File: config.mk
export PLATFORM = sky130hd
export DESIGN_NAME = cam_stream_ctrl
export DESIGN_NICKNAME = d
export VERILOG_FILES = /design/src/rtl/cam_ctrl_pkg.sv /design/src/rtl/obuf_skid.sv /design/src/rtl/cam_stream_ctrl.sv
export SDC_FILE = /design/constraint.sdc
export NUM_CORES = 1
export LEC_CHECK = 0
export BUFFER_PORTS_ARGS = -buffer_cell sky130_fd_sc_hd__buf_2
export CORE_UTILIZATION = 57
export DETAILED_ROUTE_END_ITERATION = 16
export PLACE_DENSITY = 0.79
export SYNTH_ARGS = -nofsm -noshare
export SYNTH_HDL_FRONTEND = slang
export SYNTH_SLANG_ARGS = --single-unit
File: constraint.sdc
create_clock -name i_clk -period 4.14 [get_ports i_clk]
set_clock_uncertainty 0.05 [all_clocks]
set_input_delay 0.828 -clock i_clk [delete_from_list [all_inputs] [get_ports i_clk]]
set_output_delay 0.828 -clock i_clk [all_outputs]
set_load 0.01 [all_outputs]
File: src/rtl/cam_ctrl_pkg.sv
// Shared types and constants for the camera frame sequencer.
package cam_ctrl_pkg;

   typedef enum logic [2:0] {
      StIdle,
      StCfg,
      StFlush,
      StArm,
      StStream,
      StDone
   } cam_state_t;

   localparam int unsigned PIX_W            = 16;
   localparam int unsigned FRAME_PIXELS_DEF = 76800;

endpackage

File: src/rtl/obuf_skid.sv
// Two-entry skid buffer between the FIFO read port and the frame-buffer write port.
// The head entry drives the registered output; a flush drops everything held.
module obuf_skid
   import cam_ctrl_pkg::*;
(
   input  logic             i_clk,
   input  logic             i_rst,
   input  logic             i_flush,
   input  logic             i_valid,
   input  logic [PIX_W-1:0] i_data,
   input  logic             i_ready,
   output logic             o_valid,
   output logic [PIX_W-1:0] o_data,
   output logic [1:0]       o_count
);

   logic [1:0]       count_q, count_d;
   logic [PIX_W-1:0] head_q, head_d;
   logic [PIX_W-1:0] tail_q, tail_d;
   logic             pop;

   always_comb begin
      count_d = count_q;
      head_d  = head_q;
      tail_d  = tail_q;
      pop     = (count_q != 2'd0) && i_ready;
      if (i_flush) begin
         count_d = 2'd0;
         head_d  = '0;
         tail_d  = '0;
      end else begin
         unique case ({i_valid, pop})
            2'b10: begin
               if (count_q == 2'd0) head_d = i_data;
               else                 tail_d = i_data;
               count_d = count_q + 2'd1;
            end
            2'b01: begin
               head_d  = tail_q;
               count_d = count_q - 2'd1;
            end
            2'b11: begin
               if (count_q == 2'd1) begin
                  head_d = i_data;
               end else begin
                  head_d = tail_q;
                  tail_d = i_data;
               end
            end
            default: ;
         endcase
      end
   end

   always_ff @(posedge i_clk) begin
      if (i_rst) begin
         count_q <= 2'd0;
         head_q  <= '0;
         tail_q  <= '0;
      end else begin
         count_q <= count_d;
         head_q  <= head_d;
         tail_q  <= tail_d;
      end
   end

   assign o_valid = (count_q != 2'd0);
   assign o_data  = head_q;
   assign o_count = count_q;

endmodule

File: src/rtl/cam_stream_ctrl.sv
// Frame sequencer: one-time camera config, FIFO flush, arm on SOF, then stream exactly
// one frame of pixels into the frame buffer with linear addresses and backpressure.
module cam_stream_ctrl
   import cam_ctrl_pkg::*;
#(
   parameter int unsigned FRAME_PIXELS = FRAME_PIXELS_DEF,
   parameter int unsigned ADDR_WIDTH   = 17,
   parameter int unsigned FLUSH_CYCLES = 8
) (
   input  logic                  i_clk,
   input  logic                  i_rst,
   input  logic                  i_start,
   input  logic                  i_continuous,
   output logic                  o_cfg_init,
   input  logic                  i_cfg_done,
   input  logic                  i_sof,
   output logic                  o_flush,
   output logic                  o_obuf_rd,
   input  logic [PIX_W-1:0]      i_obuf_data,
   input  logic                  i_obuf_empty,
   output logic                  o_fb_wr,
   output logic [ADDR_WIDTH-1:0] o_fb_addr,
   output logic [PIX_W-1:0]      o_fb_data,
   input  logic                  i_fb_ready,
   output logic                  o_busy,
   output logic                  o_frame_done,
   output logic                  o_frame_err
);

   localparam int unsigned FcW = $clog2(FLUSH_CYCLES + 1);
   localparam logic [FcW-1:0]        FlushLast = FcW'(FLUSH_CYCLES - 1);
   localparam logic [ADDR_WIDTH-1:0] LastPix   = ADDR_WIDTH'(FRAME_PIXELS - 1);
   localparam logic [ADDR_WIDTH:0]   FramePix  = (ADDR_WIDTH + 1)'(FRAME_PIXELS);

   cam_state_t            state_q, state_d;
   logic                  cfg_seen_q, cfg_seen_d;
   logic                  cfg_init_q, cfg_init_d;
   logic                  err_q, err_d;
   logic                  sof_pend_q, sof_pend_d;
   logic [FcW-1:0]        flush_cnt_q, flush_cnt_d;
   logic [ADDR_WIDTH:0]   issued_q, issued_d;
   logic [ADDR_WIDTH-1:0] addr_q, addr_d;
   logic                  inflight_q, inflight_d;

   logic                  skid_flush;
   logic                  skid_valid;
   logic [PIX_W-1:0]      skid_data;
   logic [1:0]            skid_count;
   logic                  xfer;
   logic [2:0]            occ;
   logic                  obuf_rd;

   obuf_skid u_skid (
      .i_clk   (i_clk),
      .i_rst   (i_rst),
      .i_flush (skid_flush),
      .i_valid (inflight_q),
      .i_data  (i_obuf_data),
      .i_ready (i_fb_ready),
      .o_valid (skid_valid),
      .o_data  (skid_data),
      .o_count (skid_count)
   );

   assign xfer = skid_valid && i_fb_ready;
   // Skid occupancy net of this cycle's pop, so a full-rate stream keeps reading.
   assign occ  = 3'(skid_count) + 3'(inflight_q) - 3'(xfer);

   always_comb begin
      state_d     = state_q;
      cfg_seen_d  = cfg_seen_q;
      cfg_init_d  = 1'b0;
      err_d       = 1'b0;
      sof_pend_d  = 1'b0;
      flush_cnt_d = flush_cnt_q;
      issued_d    = issued_q;
      addr_d      = addr_q;
      inflight_d  = 1'b0;
      skid_flush  = 1'b0;
      obuf_rd     = 1'b0;

      unique case (state_q)
         StIdle: begin
            if (i_start) begin
               if (cfg_seen_q) begin
                  state_d     = StFlush;
                  flush_cnt_d = '0;
               end else begin
                  state_d    = StCfg;
                  cfg_init_d = 1'b1;
               end
            end
         end
         StCfg: begin
            if (i_cfg_done) begin
               cfg_seen_d  = 1'b1;
               state_d     = StFlush;
               flush_cnt_d = '0;
            end
         end
         StFlush: begin
            if (flush_cnt_q == FlushLast) state_d = StArm;
            else                          flush_cnt_d = flush_cnt_q + FcW'(1);
         end
         StArm: begin
            // Stale words are read out and dropped: inflight stays clear.
            obuf_rd = !i_obuf_empty;
            if (i_sof) begin
               state_d  = StStream;
               issued_d = '0;
               addr_d   = '0;
            end
         end
         StStream: begin
            obuf_rd    = !i_obuf_empty && (occ < 3'd2) && (issued_q < FramePix);
            inflight_d = obuf_rd;
            if (obuf_rd) issued_d = issued_q + (ADDR_WIDTH + 1)'(1);
            if (xfer) addr_d = addr_q + ADDR_WIDTH'(1);
            if (xfer && (addr_q == LastPix)) begin
               state_d    = StDone;
               addr_d     = '0;
               issued_d   = '0;
               sof_pend_d = i_sof;
            end else if (i_sof) begin
               state_d     = StFlush;
               flush_cnt_d = '0;
               err_d       = 1'b1;
               skid_flush  = 1'b1;
               addr_d      = '0;
               issued_d    = '0;
               inflight_d  = 1'b0;
            end
         end
         StDone: begin
            if (!i_continuous)                state_d = StIdle;
            else if (sof_pend_q || i_sof)     state_d = StStream;
            else                              state_d = StArm;
         end
         default: state_d = StIdle;
      endcase
   end

   always_ff @(posedge i_clk) begin
      if (i_rst) begin
         state_q     <= StIdle;
         cfg_seen_q  <= 1'b0;
         cfg_init_q  <= 1'b0;
         err_q       <= 1'b0;
         sof_pend_q  <= 1'b0;
         flush_cnt_q <= '0;
         issued_q    <= '0;
         addr_q      <= '0;
         inflight_q  <= 1'b0;
      end else begin
         state_q     <= state_d;
         cfg_seen_q  <= cfg_seen_d;
         cfg_init_q  <= cfg_init_d;
         err_q       <= err_d;
         sof_pend_q  <= sof_pend_d;
         flush_cnt_q <= flush_cnt_d;
         issued_q    <= issued_d;
         addr_q      <= addr_d;
         inflight_q  <= inflight_d;
      end
   end

   assign o_cfg_init   = cfg_init_q;
   assign o_flush      = (state_q == StFlush);
   assign o_obuf_rd    = obuf_rd;
   assign o_fb_wr      = skid_valid;
   assign o_fb_addr    = addr_q;
   assign o_fb_data    = skid_data;
   assign o_busy       = (state_q != StIdle);
   assign o_frame_done = (state_q == StDone);
   assign o_frame_err  = err_q;

endmodule

# == Yosys cells after proc, flatten, opt, wreduce, memory -nomap -nowiden ==
# Cells that the tools add are included.
# totals
regBits,81
inputBits,24
word_cells,117
# op_classes
n_addsub,7
magnitude_cmp,2
n_eq_ne,25
n_mux,41
n_bitwise,4
reduce_logical,26
# ops
operator,count
$mux 18,4
$mux 17,4
$mux 16,4
$pmux 16 s3,1
$pmux 18 s2,1
$pmux 17 s2,1
$pmux 16 s2,1
$mux 3,8
$mux 4,6
$add 18x1->18 const B,1
$lt 18x17->1 const B,1
$ne 2x2->1 const B,9
$pmux 3 s6,1
$add 17x1->17 const B,1
$eq 17x17->1 const B,1
$pmux 4 s4,1
$reduce_and 3->1,3
$ne 4x4->1 const B,2
$reduce_bool 2->1,4
$reduce_and 7->1,1
$eq 3x2->1 const B,2
$eq 3x3->1 const B,2
$mux 1,6
$reduce_bool 3->1,2
26 further kinds,38

# == Depth between registers and ports, before layout ==
# depth
depth_word,10
depth_mapped,14

# == Hierarchy ==
# From an unflattened synthesis, not the netlist that was laid out.
# unflattened
cells_unflattened,509
area_unflattened_um2,4194.0
# modules_own_cells
mod,n_inst,cells_each,area_per_inst_um2,seq_area_each_um2
cam_stream_ctrl,1,314,2597.5,940.9
obuf_skid,1,195,1596.5,680.7

# == Worst setup path after synthesis ==
# OpenSTA, ideal clock, no wires.
# synth_path
path_type,input to output
from,input port i_fb_ready
to,output port o_obuf_rd
arrival_ns,2.539
setup_slack_ns,0.723
path_stages,10
n_path_buf,1
path_cell_list,nand2_1 > inv_1 > nor2_1 > o21ai_0 > fa_1 > nor3b_1 > o211ai_1 > or2_1 > buf_2 > o21ai_0
# synth_between
elab_chain_cells,6
# synth_lines
element,line,source
start: declaration,cam_stream_ctrl.sv:24,"input logic i_fb_ready,"
$logic_and 1x1->1,cam_stream_ctrl.sv:65,assign xfer = skid_valid && i_fb_ready;
$sub 3x1->3,cam_stream_ctrl.sv:67,assign occ = 3'(skid_count) + 3'(inflight_q) - 3'(xfer);
$lt 3x2->1,cam_stream_ctrl.sv:115,obuf_rd = !i_obuf_empty && (occ < 3'd2) && (issued_q < FramePix);
$logic_and 1x1->1 (2 in a row),cam_stream_ctrl.sv:115,
$pmux 1 s2,cam_stream_ctrl.sv:82,unique case (state_q)
end: declaration,cam_stream_ctrl.sv:18,"output logic o_obuf_rd,"
# No other way between the ends.

# == Final worst setup path ==
# layout_path
from,"register u_skid.count_q[1], in the netlist u_skid.o_count[1]"
to,output port o_obuf_rd
# layout_between
elab_chain_cells,7
# layout_lines
element,line,source
start: declaration,obuf_skid.sv:17,"logic [1:0] count_q, count_d;"
start signal: assignment,obuf_skid.sv:61,count_q <= count_d;
"parallel branches: the longest is 2 deep, another holds $add 2x1->3",-,
$sub 3x1->3 (*),cam_stream_ctrl.sv:67,
$lt 3x2->1 (*),cam_stream_ctrl.sv:115,
$logic_and 1x1->1 (*) (2 in a row),cam_stream_ctrl.sv:115,
$pmux 1 s2 (*),cam_stream_ctrl.sv:82,
# Every way passes the cells marked *.

==> impl_table.tex <==
\begin{tabular}{lr}
\hline
Metric & Value \\
\hline
\multicolumn{2}{l}{\textbf{Outcome}} \\
Outcome & finished, final reports clean \\
\multicolumn{2}{l}{\textbf{Cells and area}} \\
Flip-flop and latch area & 0.00162 sq mm \\
Antenna cell count & 0 \\
Signed area change from the synthesized netlist to the final layout & 13.4\% \\
Multi-input gate area in the final layout & 0.00237 sq mm \\
Filler cells & 573 \\
Proportion of layout cells with a drive suffix above 1 & 20.3\% \\
Number of nets in the final layout & 554 \\
\multicolumn{2}{l}{\textbf{Floorplan}} \\
Height of the die & 87.5 um \\
Standard-cell row count & 30 \\
I/O Pins & 64 \\
Core area & 0.00694 sq mm \\
X dimension of the die & 87.5 um \\
Initial standard-cell utilization of the core & 60.0\% \\
Area enclosed by the die boundary & 0.00766 sq mm \\
\multicolumn{2}{l}{\textbf{Placement}} \\
Final GP Congestion & 0.898 \\
I/O Buffers & 63 \\
Detailed placement HPWL & 6800 um \\
\multicolumn{2}{l}{\textbf{Synth}} \\
Asr flop ratio synth & 0\% \\
Number of nets produced by synthesis & 500 \\
Number of library cell types mapped by synthesis & 72 \\
Most frequently used cell type in the post-synthesis netlist & sky130\_fd\_sc\_hd\_\_dfxtp\_1 \\
Xor/xnor share of the synthesized area & 4.83\% \\
Cell type with the highest aggregate area in the netlist & sky130\_fd\_sc\_hd\_\_dfxtp\_1 \\
Post-synth design cell area & 0.00417 sq mm \\
Adder and majority cell fraction of the synthesized area & 2.58\% \\
Post-Synth Simple-Gate Area & 22.5\% \\
Leading cell types by count after synthesis & sky130\_fd\_sc\_hd\_\_dfxtp\_1 (81), sky130\_fd\_sc\_hd\_\_nor2\_1 (71), sky130\_fd\_sc\_hd\_\_nand2\_1 (31) \\
Mean area per synthesized cell & 8.90 sq um \\
Seq cells post-synth & 81 \\
Cells after synthesis & 468 \\
Sequential area share after synthesis & 38.9\% \\
Proportion of netlist area held by the largest area contributor & 38.9\% \\
Synth Area in Compound Gates & 21.8\% \\
Ys flop type & sky130\_fd\_sc\_hd\_\_dfxtp\_1 \\
Number of warning messages in the yosys log & 0 \\
Proportion of synthesized area in mux cells & 4.86\% \\
Largest family of logic cells by synthesized area & simple AND/OR/NAND/NOR gates \\
Number of enable-type register cells in the synthesized netlist & 0 \\
Dominant cells by area after synthesis & sky130\_fd\_sc\_hd\_\_dfxtp\_1 (39\%), sky130\_fd\_sc\_hd\_\_nor2\_1 (6.4\%), sky130\_fd\_sc\_hd\_\_a211oi\_1 (5.0\%) \\
\multicolumn{2}{l}{\textbf{Critical path}} \\
Required time of the worst setup path & 3260 ps \\
Worst Path Class, Setup & reg2out \\
Crit path max fanout & 4 \\
Crit end category & output pin \\
WP data arrival & 3010 ps \\
Startpoint type of the worst setup path & register \\
\multicolumn{2}{l}{\textbf{Flow run}} \\
Max\_cap viols & 0 \\
\multicolumn{2}{l}{\textbf{STA}} \\
Final count of negative-setup-slack endpoints & 0 \\
Setup TNS & 0 ps \\
Final critical-path required period & 3880 ps \\
RSZ-0062 raised after global routing & no \\
Remaining max-slew budget at the tightest pin & 19.5\% \\
Final-layout worst hold slack & 443 ps \\
Slew Viols, Final & 0 \\
Final worst-path cycle share & 93.8\% \\
Highest clock rate & 0.257 GHz \\
Count of final hold-check violations & 0 \\
Worst-Margin Slew & 1210 ps \\
\multicolumn{2}{l}{\textbf{Routing}} \\
Via density per instance & 5.92 \\
Routed length per placed instance & 15.9 um \\
Met1 wire length & 4350 um \\
DRC marker count from the first detailed-route iteration & 224 \\
Number of antenna-violating nets in the routed design & 0 \\
DRC errors left & 0 \\
TritonRoute pass-1 iters & 5 \\
Total wirelength of the detailed-routed design & 9930 um \\
Routed length on met2 & 4980 um \\
Uppermost metal layer occupied by signal nets & met4 \\
Total number of vias & 3687 \\
Met3 wire length & 471 um \\
\multicolumn{2}{l}{\textbf{GRT}} \\
Number of antenna violations at the first check in global routing & 0 \\
Via count of the first global-routing pass & 3451 \\
Pin count of the biggest net entering global routing & 35 \\
Global router's overall resource usage & 26.8\% \\
Wire length of the first global-routing pass & 16100 um \\
Grt total ovfl & 0 \\
\multicolumn{2}{l}{\textbf{Clock tree}} \\
Hold\_buf cts & 0 \\
Clock latency of the later-clocked register in the worst-skew pair & 360 ps \\
Count of instances resized after the clock tree is built & 0 \\
Cell at the root of the clock tree & sky130\_fd\_sc\_hd\_\_clkbuf\_8 \\
Clock tree from TritonCTS & yes \\
CTS Buf Count & 9 \\
Maximum level of the CTS H-tree & 3 \\
Clock slew seen by the registers of the worst setup and hold paths & 100 ps \\
Clock sinks & 81 \\
Clock Tree Buf Depth & 2 \\
Number of buffers inserted by post-CTS setup repair & 0 \\
\multicolumn{2}{l}{\textbf{Power}} \\
P per Cell Area & 426 mW/mm\^{}2 \\
Maximum resistive drop on vdd & 0.000351 V \\
Leakage power & 1.77 nW \\
\multicolumn{2}{l}{\textbf{Hold path}} \\
Path category of the worst min-delay check & reg2reg \\
\hline
\end{tabular}
[layout by cell type (no fill, tap or decap), types with 4 or more instances in the layout]
cell type                  count
sky130_fd_sc_hd__xnor2_1      21
sky130_fd_sc_hd__a21o_1        4
sky130_fd_sc_hd__clkbuf_8      9
sky130_fd_sc_hd__buf_4         6
sky130_fd_sc_hd__buf_2        63
sky130_fd_sc_hd__and3_1        6
sky130_fd_sc_hd__nor3_1        5
sky130_fd_sc_hd__a22oi_1      16
sky130_fd_sc_hd__nor4_1       10
sky130_fd_sc_hd__nand2_1      31
sky130_fd_sc_hd__inv_6         4
sky130_fd_sc_hd__nand3_1      21
sky130_fd_sc_hd__a21oi_1      12
sky130_fd_sc_hd__and4_1        7
sky130_fd_sc_hd__dfxtp_1      81
sky130_fd_sc_hd__o21ai_0       6
sky130_fd_sc_hd__mux2i_1      18
sky130_fd_sc_hd__nor2_1       71
sky130_fd_sc_hd__a31oi_1       9
sky130_fd_sc_hd__a211oi_1     28
sky130_fd_sc_hd__a22o_1        5
sky130_fd_sc_hd__nand3b_1      4
sky130_fd_sc_hd__inv_1        11
sky130_fd_sc_hd__ha_1          7
[final timing paths]
check,start,end,slack (ps),depth (start not counted)
min,flush_cnt_q[3],flush_cnt_q[3],440,2
max reg2reg,u_skid.o_count[1],issued_q[1],990,14
min reg2reg,flush_cnt_q[3],flush_cnt_q[3],440,2
max,u_skid.o_count[1],o_obuf_rd,260,12
[critical path, stage by stage (launching register included)]
cell	delay (ps)
sky130_fd_sc_hd__dfxtp_1	400
sky130_fd_sc_hd__inv_1	100
sky130_fd_sc_hd__ha_1	230
sky130_fd_sc_hd__inv_1	100
sky130_fd_sc_hd__nand2_1	130
sky130_fd_sc_hd__nor2_1	190
sky130_fd_sc_hd__o21ai_0	140
sky130_fd_sc_hd__fa_1	490
sky130_fd_sc_hd__nor3b_2	180
sky130_fd_sc_hd__o211ai_1	130
sky130_fd_sc_hd__or2_1	270
sky130_fd_sc_hd__o21ai_0	110
sky130_fd_sc_hd__buf_2	180
[cells by family (layout without fill, tap and decap cells)]
| kind of cell | count (synthesis) | after routing |
|---|---|---|
| xor gates and xnor gates | 23 | 23 |
| muxes | 20 | 20 |
| AOI/OAI and AO/OA | 114 | 114 |
| and+or+nand+nor | 184 | 184 |
| buffers and inverters | 38 | 97 |
| DFF | 81 | 81 |
| adders and majority gates | 8 | 8 |
[metrics by stage]
stage	area, sq um	setup WS, ps	power [mW]	utilization, %	instances
floorplan	4170	723	1.27	-	468
global placement	4510	510	1.38	65.0	607
detailed placement	4510	415	1.40	65.0	607
CTS	4720	137	2.01	67.9	623
global route	4720	39.4	2.11	68.0	623
finish	4720	255	2.01	68.0	623
[where the power goes]
group | internal [mW] | switching (mW) | leakage, nW
Combinational | 0.198 | 0.284 | 1.02
Sequential | 0.833 | 0.0744 | 0.653
Clock | 0.292 | 0.331 | 0.103
Total | 1.32 | 0.689 | 1.77
[area by class of cell]
class / instances / area share, %
timing repair buffer: 69 / 7.63
clock buffer: 9 / 2.62
clock inverter: 7 / 1.77
multi-input combinational: 349 / 50.1
sequential: 81 / 34.3
inverter: 12 / 0.954
tap: 96 / 2.54
[registers in the layout, indices dropped and copies added (netlist names), 2 cells and up]
signal,count
u_skid.o_count,2
issued_q,18
u_skid.o_data,16
flush_cnt_q,4
o_fb_addr,17
state_q,3
u_skid.tail_q,16
[metal layers]
| layer | vias to the layer above | GRT usage [%] |
|---|---|---|
| met5 | - | 0 |
| met4 | 0 | 9.84 |
| met3 | 9 | 5.31 |
| met2 | 92 | 45.7 |
| met1 | 1759 | 33.6 |
| li1 | 1827 | - |
Power figures use the tool's default switching activity.
